$ cat src/rtl/demux_dispatcher.sv
// 1:4 demux dispatcher: steers a valid/ready input stream into four one-entry
// channel holding registers, using either round-robin or per-beat destination.
//
// state | meaning
// IDLE  | not accepting; waits for en
// RUN   | accepting beats into the target channel
// DRAIN | en dropped with beats still held; consumers empty the channels
module demux_dispatcher #(
    parameter int DATA_W = 8,
    parameter int CNT_W  = 16
) (
    input  logic                  clk,
    input  logic                  rst_n,
    input  logic                  en,
    input  logic                  mode,
    input  logic                  in_valid,
    output logic                  in_ready,
    input  logic [DATA_W-1:0]     in_data,
    input  logic [1:0]            in_dest,
    output logic [3:0]            out_valid,
    input  logic [3:0]            out_ready,
    output logic [4*DATA_W-1:0]   out_data,
    output logic [1:0]            sel,
    output logic                  busy,
    output logic [CNT_W-1:0]      beat_cnt
);

    typedef enum logic [1:0] {
        IDLE  = 2'd0,
        RUN   = 2'd1,
        DRAIN = 2'd2
    } state_t;

    state_t     state;
    logic [1:0] rr_ptr;
    logic [1:0] tgt;
    logic       accept;

    // Target channel and handshake; a full channel may take a new beat when its
    // consumer empties it in the same cycle, so there is no bubble.
    always_comb begin
        tgt      = mode ? in_dest : rr_ptr;
        in_ready = (state == RUN) && (!out_valid[tgt] || out_ready[tgt]);
        accept   = in_valid && in_ready;
    end

    assign busy = (state != IDLE);

    // Control FSM plus steering select, rotation pointer and beat counter.
    always_ff @(posedge clk or negedge rst_n) begin
        if (!rst_n) begin
            state    <= IDLE;
            rr_ptr   <= 2'd0;
            sel      <= 2'd0;
            beat_cnt <= '0;
        end else begin
            case (state)
                IDLE: begin
                    if (en) state <= RUN;
                end
                RUN: begin
                    if (!en) state <= (|out_valid) ? DRAIN : IDLE;
                end
                DRAIN: begin
                    if (en)              state <= RUN;
                    else if (~|out_valid) state <= IDLE;
                end
                default: state <= IDLE;
            endcase

            if (accept) begin
                sel      <= tgt;
                beat_cnt <= beat_cnt + 1'b1;
                // Directed traffic leaves the rotation where it was.
                if (!mode) rr_ptr <= rr_ptr + 2'd1;
            end
        end
    end

    // Channel holding registers: load on accept, clear valid on drain; data is
    // left in place after a drain.
    always_ff @(posedge clk or negedge rst_n) begin
        if (!rst_n) begin
            out_valid <= 4'b0000;
            out_data  <= '0;
        end else begin
            for (int i = 0; i < 4; i++) begin
                if (accept && (tgt == 2'(i))) begin
                    out_valid[i]                 <= 1'b1;
                    out_data[i*DATA_W +: DATA_W] <= in_data;
                end else if (out_valid[i] && out_ready[i]) begin
                    out_valid[i] <= 1'b0;
                end
            end
        end
    end

endmodule

$ cat config.mk
export PLATFORM = sky130hd
export DESIGN_NAME = demux_dispatcher
export DESIGN_NICKNAME = d
export VERILOG_FILES = /design/src/rtl/demux_dispatcher.sv
export SDC_FILE = /design/constraint.sdc
export NUM_CORES = 1
export LEC_CHECK = 0
export ABC_AREA = 0
export ABC_CLOCK_PERIOD_IN_PS = 2170
export BUFFER_PORTS_ARGS = -buffer_cell sky130_fd_sc_hd__buf_2
export CAP_MARGIN = 20
export CORE_AREA = 2 2 95 97
export CTS_CLUSTER_DIAMETER = 100
export DETAILED_ROUTE_END_ITERATION = 10
export DIE_AREA = 0 0 97 99
export GPL_TIMING_DRIVEN = 0
export PLACE_DENSITY = 0.51
export SYNTH_ARGS = -nofsm -noshare
export SYNTH_HDL_FRONTEND = slang
export SYNTH_SLANG_ARGS = --single-unit
$ cat constraint.sdc
create_clock -name clk -period 2.17 [get_ports clk]
set_clock_uncertainty 0.15 [all_clocks]
set_input_delay 0.434 -clock clk [delete_from_list [all_inputs] [get_ports clk]]
set_output_delay 0.434 -clock clk [all_outputs]
set_load 0.05 [all_outputs]
# Word level (Yosys, flattened, before mapping)
# Index checks and enable logic that the tools add are counted.
[op_classes]
addsub = 2
magnitude_cmp = 1
eq_ne = 8
muxes = 19
bitwise = 1
reduce_logical = 22
[ops]
columns = ["op", "n"]
rows = [
  ["$add 16x1->16 const B", 1],
  ["$mux 2", 6],
  ["$logic_and 1x1->1", 10],
  ["$mux 1", 10],
  ["$reduce_bool 2->1", 5],
  ["$eq 2x2->1 const B", 3],
  ["$pmux 2 s3", 1],
  ["$bmux 1 s2", 2],
  ["$eq 2x1->1 const B", 2],
  ["$logic_not 2->1", 2],
  ["$ne 2x2->1 const B", 2],
  ["$reduce_or 4->1", 1],
  ["$lt 2x3->1 const B", 1],
  ["$ne 3x3->1 const B", 1],
  ["$reduce_and 3->1", 1],
  ["$add 2x1->2 const B", 1],
  ["$reduce_and 2->1", 1],
  ["$logic_not 1->1", 1],
  ["$logic_or 1x1->1", 1],
  ["$not 1->1", 1],
]
[totals]
register_bits = 58
in_bits = 19
output_inout_bits = 56
wordCells = 65

# Depth between registers and ports, before layout
[depth]
word_depth = 9
mapped_depth = 7

# Worst setup path after synthesis
# No wires, ideal clock.
[synth_timing]
path_kind = "register to output"
start = "register out_valid[2]"
end = "output port in_ready"
t_arrival_ps = 2273
slack_ps = -687
stages_incl_launch_ff = 5
n_path_buf = 0
cell_sequence = "dfrtp_1 -> nor2b_1 -> a211oi_1 -> a21oi_1 -> nor3b_1"
[synth_via]
elab_chain_len = 5
[synth_lines]
columns = ["item", "line", "source"]
rows = [
  ["from (decl)", "20", "output logic [3:0] out_valid,"],
  ["from (signal assigned)", "84", "out_valid <= 4'b0000;"],
  ["from (signal, indexed assignment)", "89", "out_valid[i] <= 1'b1;"],
  ["from (signal, indexed assignment)", "92", "out_valid[i] <= 1'b0;"],
  ["$bmux 1 s2", "43", "in_ready = (state == RUN) && (!out_valid[tgt] || out_ready[tgt]);"],
  ["$mux 1 (implied by the code)", "43", ""],
  ["$logic_not 1->1", "43", ""],
  ["$logic_or 1x1->1", "43", ""],
  ["$logic_and 1x1->1", "43", ""],
  ["to (decl)", "17", "output logic in_ready,"],
]
# Every way passes these cells. The select of a mux whose other input is x is not followed.

# Worst setup path in the final report
[layout_timing]
start = "input port mode"
end = "output port in_ready"
[layout_via]
elab_chain_len = 6
word_cells_on_any_way = 8
classes_between = "5 x mux; 3 x reduce/logical"
[layout_lines]
columns = ["item", "line", "source"]
rows = [
  ["from (decl)", "15", "input logic mode,"],
  ["$mux 2 (*)", "42", "tgt = mode ? in_dest : rr_ptr;"],
  ["$bmux 1 s2", "43", ""],
  ["$mux 1 (implied by the code)", "43", ""],
  ["$logic_not 1->1", "43", ""],
  ["$logic_or 1x1->1 (*)", "43", ""],
  ["$logic_and 1x1->1 (*)", "43", ""],
]
# Mark *: on every way between the ends. The rest lies on a longest branch, timed or not. The select of a mux whose other input is x is not followed.

==> impl_metrics.toml <==
[outcome]
outcome = "finished, violations left"
violations = "negative setup slack"

[timing]
worst_pin_slew_ps = 657
finalCritPeriodShare_pct = 101
slew_violations = 0
max_freq_mhz = 455
hold_ws_ps = 134
post-route-min-period_ps = 2200
slew_headroom_pct = 56.2
fin_ws_ps = -28.1
hold_viol_final = 0
setup_viol = 1
grt_setup_unrepaired = "yes"

[global_route]
grtUsageTotal_pct = 12.6
antenna_found_initial = 0
grt_pass1_vias = 1761
grt_pass1_wl_um = 9520
overflow = 0
grt_max_degree = 32

[routing]
vias_per_cell = 4.43
drt_wl_total_um = 5640
ant_nets = 0
post-route-drc-count = 0
routedWlPerCell_um = 14.8
dr.pass1.iters = 3
via_count = 1684
drtIter0Drc = 46

[worst_setup_path]
slowest_stage = "mux2i_4"
worst_setup_path_start_kind = "primary input"
crit_path_cell_trace = "buf_2, mux2i_4, nor2_1, a211oi_2, a21oi_2, nor3b_4, buf_6"
crit_fanout = 5
worstRegToRegCells = 5
crit_required_ps = 1590
arrival_ps = 1610
cp_slowest_stage_delay_ps = 300
crit_path_end_kind = "output port"
path_class = "primary input to output port"

[synthesis]
synth_largest_area_cell = "dfrtp_1"
synth-main-ff-cell = "dfrtp_1"
synth_common_cells = "58 x dfrtp_1, 25 x mux2_2, 13 x xor2_1"
syn_inst = 175
synth_edf_count = 0
syn_area_um2 = 2500
synth_top_area_share_pct = 58.1
synth.most_common_cell = "dfrtp_1"
yosys_warnings = 0
synth_area_leaders = "dfrtp_1 58%, mux2_2 11%, xor2_1 4.6%"
synth_cell_type_count = 34
ys_ff_latch = 58
avgSynthCellArea_um2 = 14.3
ys_seq_area_share_pct = 58.1
synth-async-reset-ratio_pct = 100
synth.net_count = 195

[pwr]
leakagePower_nw = 1.62
power-per-cell-area_nw_per_um2 = 1570
finalPower_mw = 5.32
ir_worst_vdd_v = 0.000712

[placed_design]
dpl_worst_slack_ps = -440
gp_congestion = 0.695
dp_cells = 358
dp_hpwl_um = 3860
portBuffers = 74

[floorplanning]
io_pins = 75
dieArea_um2 = 9600
rows = 34
die_h_um = 99
coreArea_um2 = 8550
die_x_um = 97
start_util_pct = 29.2

[cts]
tritoncts = "built"
clk_latency_ps = 320
clockBufferDepth = 2
clk_pin_slew_ps = 70
cts.sinks = 58
cts-root-buf = "clkbuf_8"
htree_levels = 3
cts_buffers = 9

[final_layout]
fin_cells = 380
diodes = 0
fillers = 860
drive_gt1_share_pct = 55.5
final_nets = 288
areaGrowthSynthToFinish_pct = 35.3
utilization_pct = 39.5

[flow_run]
maxCapViolCount = 0

[hold_path]
min_path_cells = 2
hold_path.class = "primary input to flip-flop"
==> cell families (layout without fill, tap and decap cells) <==
group | Yosys count | in the layout | share of synthesized area (%)
multiplexers | 39 | 39 | 17.5
adder cells (fa/ha/maj) | 1 | 1 | 0.501
AO/OA/AOI/OAI | 8 | 8 | 2.66
XOR/XNOR | 18 | 18 | 6.32
AND/OR/NAND/NOR | 49 | 49 | 14.2
buffers and inverters | 2 | 99 | 0.651
flip-flops | 58 | 58 | 58.1
==> worst paths after layout <==
check	slack, ps	to	startpoint
setup / recovery	-30	in_ready	mode
max in group asynchronous	710	out_valid[3]$_DFFE_PN0P_	rst_n
hold / removal	130	state[1]$_DFFE_PN0P_	en
setup reg to reg	50	sel[1]$_DFFE_PN0P_	rr_ptr[1]$_DFFE_PN0P_
min in group asynchronous	540	out_data[16]$_DFFE_PN0P_	rst_n
hold reg to reg	320	beat_cnt[15]$_DFFE_PN0P_	beat_cnt[15]$_DFFE_PN0P_
==> cells in the final DEF, fill, tap and decap left out, types with 3 or more instances in the layout <==
cell type  instances
or2_2              3
nand3_1            3
nor3_2             4
buf_2             74
nand2_1            5
mux2_2            25
nor2_1             8
dfrtp_2            3
xnor2_1            5
xor2_1            13
dfrtp_1           55
buf_4              4
mux2_1            10
nor3b_4            3
nand2b_1           4
clkbuf_8          12
buf_12             3
nor4b_2            3
==> cell type report <==
class / instances / area [µm²] / share of cell area, %
clock inverter: 2 / 35.0 / 1.04
clock buffer: 13 / 169 / 5.00
buffer: 2 / 16.3 / 0.481
timing repair buffer: 82 / 477 / 14.1
sequential: 58 / 1460 / 43.1
tap: 108 / 135 / 4.00
multi-input combinational: 115 / 1090 / 32.3
==> power by group <==
part / switching, mW / leakage (nW) / total (mW) / internal (mW)
clock: 0.410 / 0.106 / 1.03 / 0.617
combinational: 1.86 / 0.789 / 2.58 / 0.718
sequential: 0.232 / 0.724 / 1.71 / 1.48
total: 2.50 / 1.62 / 5.32 / 2.82
==> timing repair <==
action,in CTS,in global routing
pin swaps,4,0
gates cloned,0,0
resized for setup,8,2
setup buffers,5,1
endpoints found under the hold margin,7,0
hold buffers,1,0
endpoints found under the setup margin,19,9
==> per-layer routing <==
layer  up-vias  wire length (µm)  global-route usage (%)
met4         0                76                    5.20
met5         -                 0                       0
li1        810                 -                       -
met3         5               276                    3.55
met1       831              2610                    17.1
met2        38              2680                    19.1
==> registers in the layout, indices dropped and copies added (netlist names) <==
register	flops
beat_cnt	16
out_valid	4
out_data	32
state	2
sel	2
rr_ptr	2
==> through the flow <==
step	instance area (µm²)	TNS (ps)
2_1_floorplan	2530	-6.61
3_3_place_gp	3030	-12010
3_5_place_dp	3050	-12830
4_1_cts	3360	-37.0
5_1_grt	3380	-330
6_report	3380	-28.1
==> critical path: cells and delay by family <==
kind                   cells  cell delay, ps
AOI/OAI and AO/OA          2             250
buffers and inverters      2             360
muxes                      1             300
and+or+nand+nor            2             270
No activity file was read; power rests on OpenSTA's default activity.
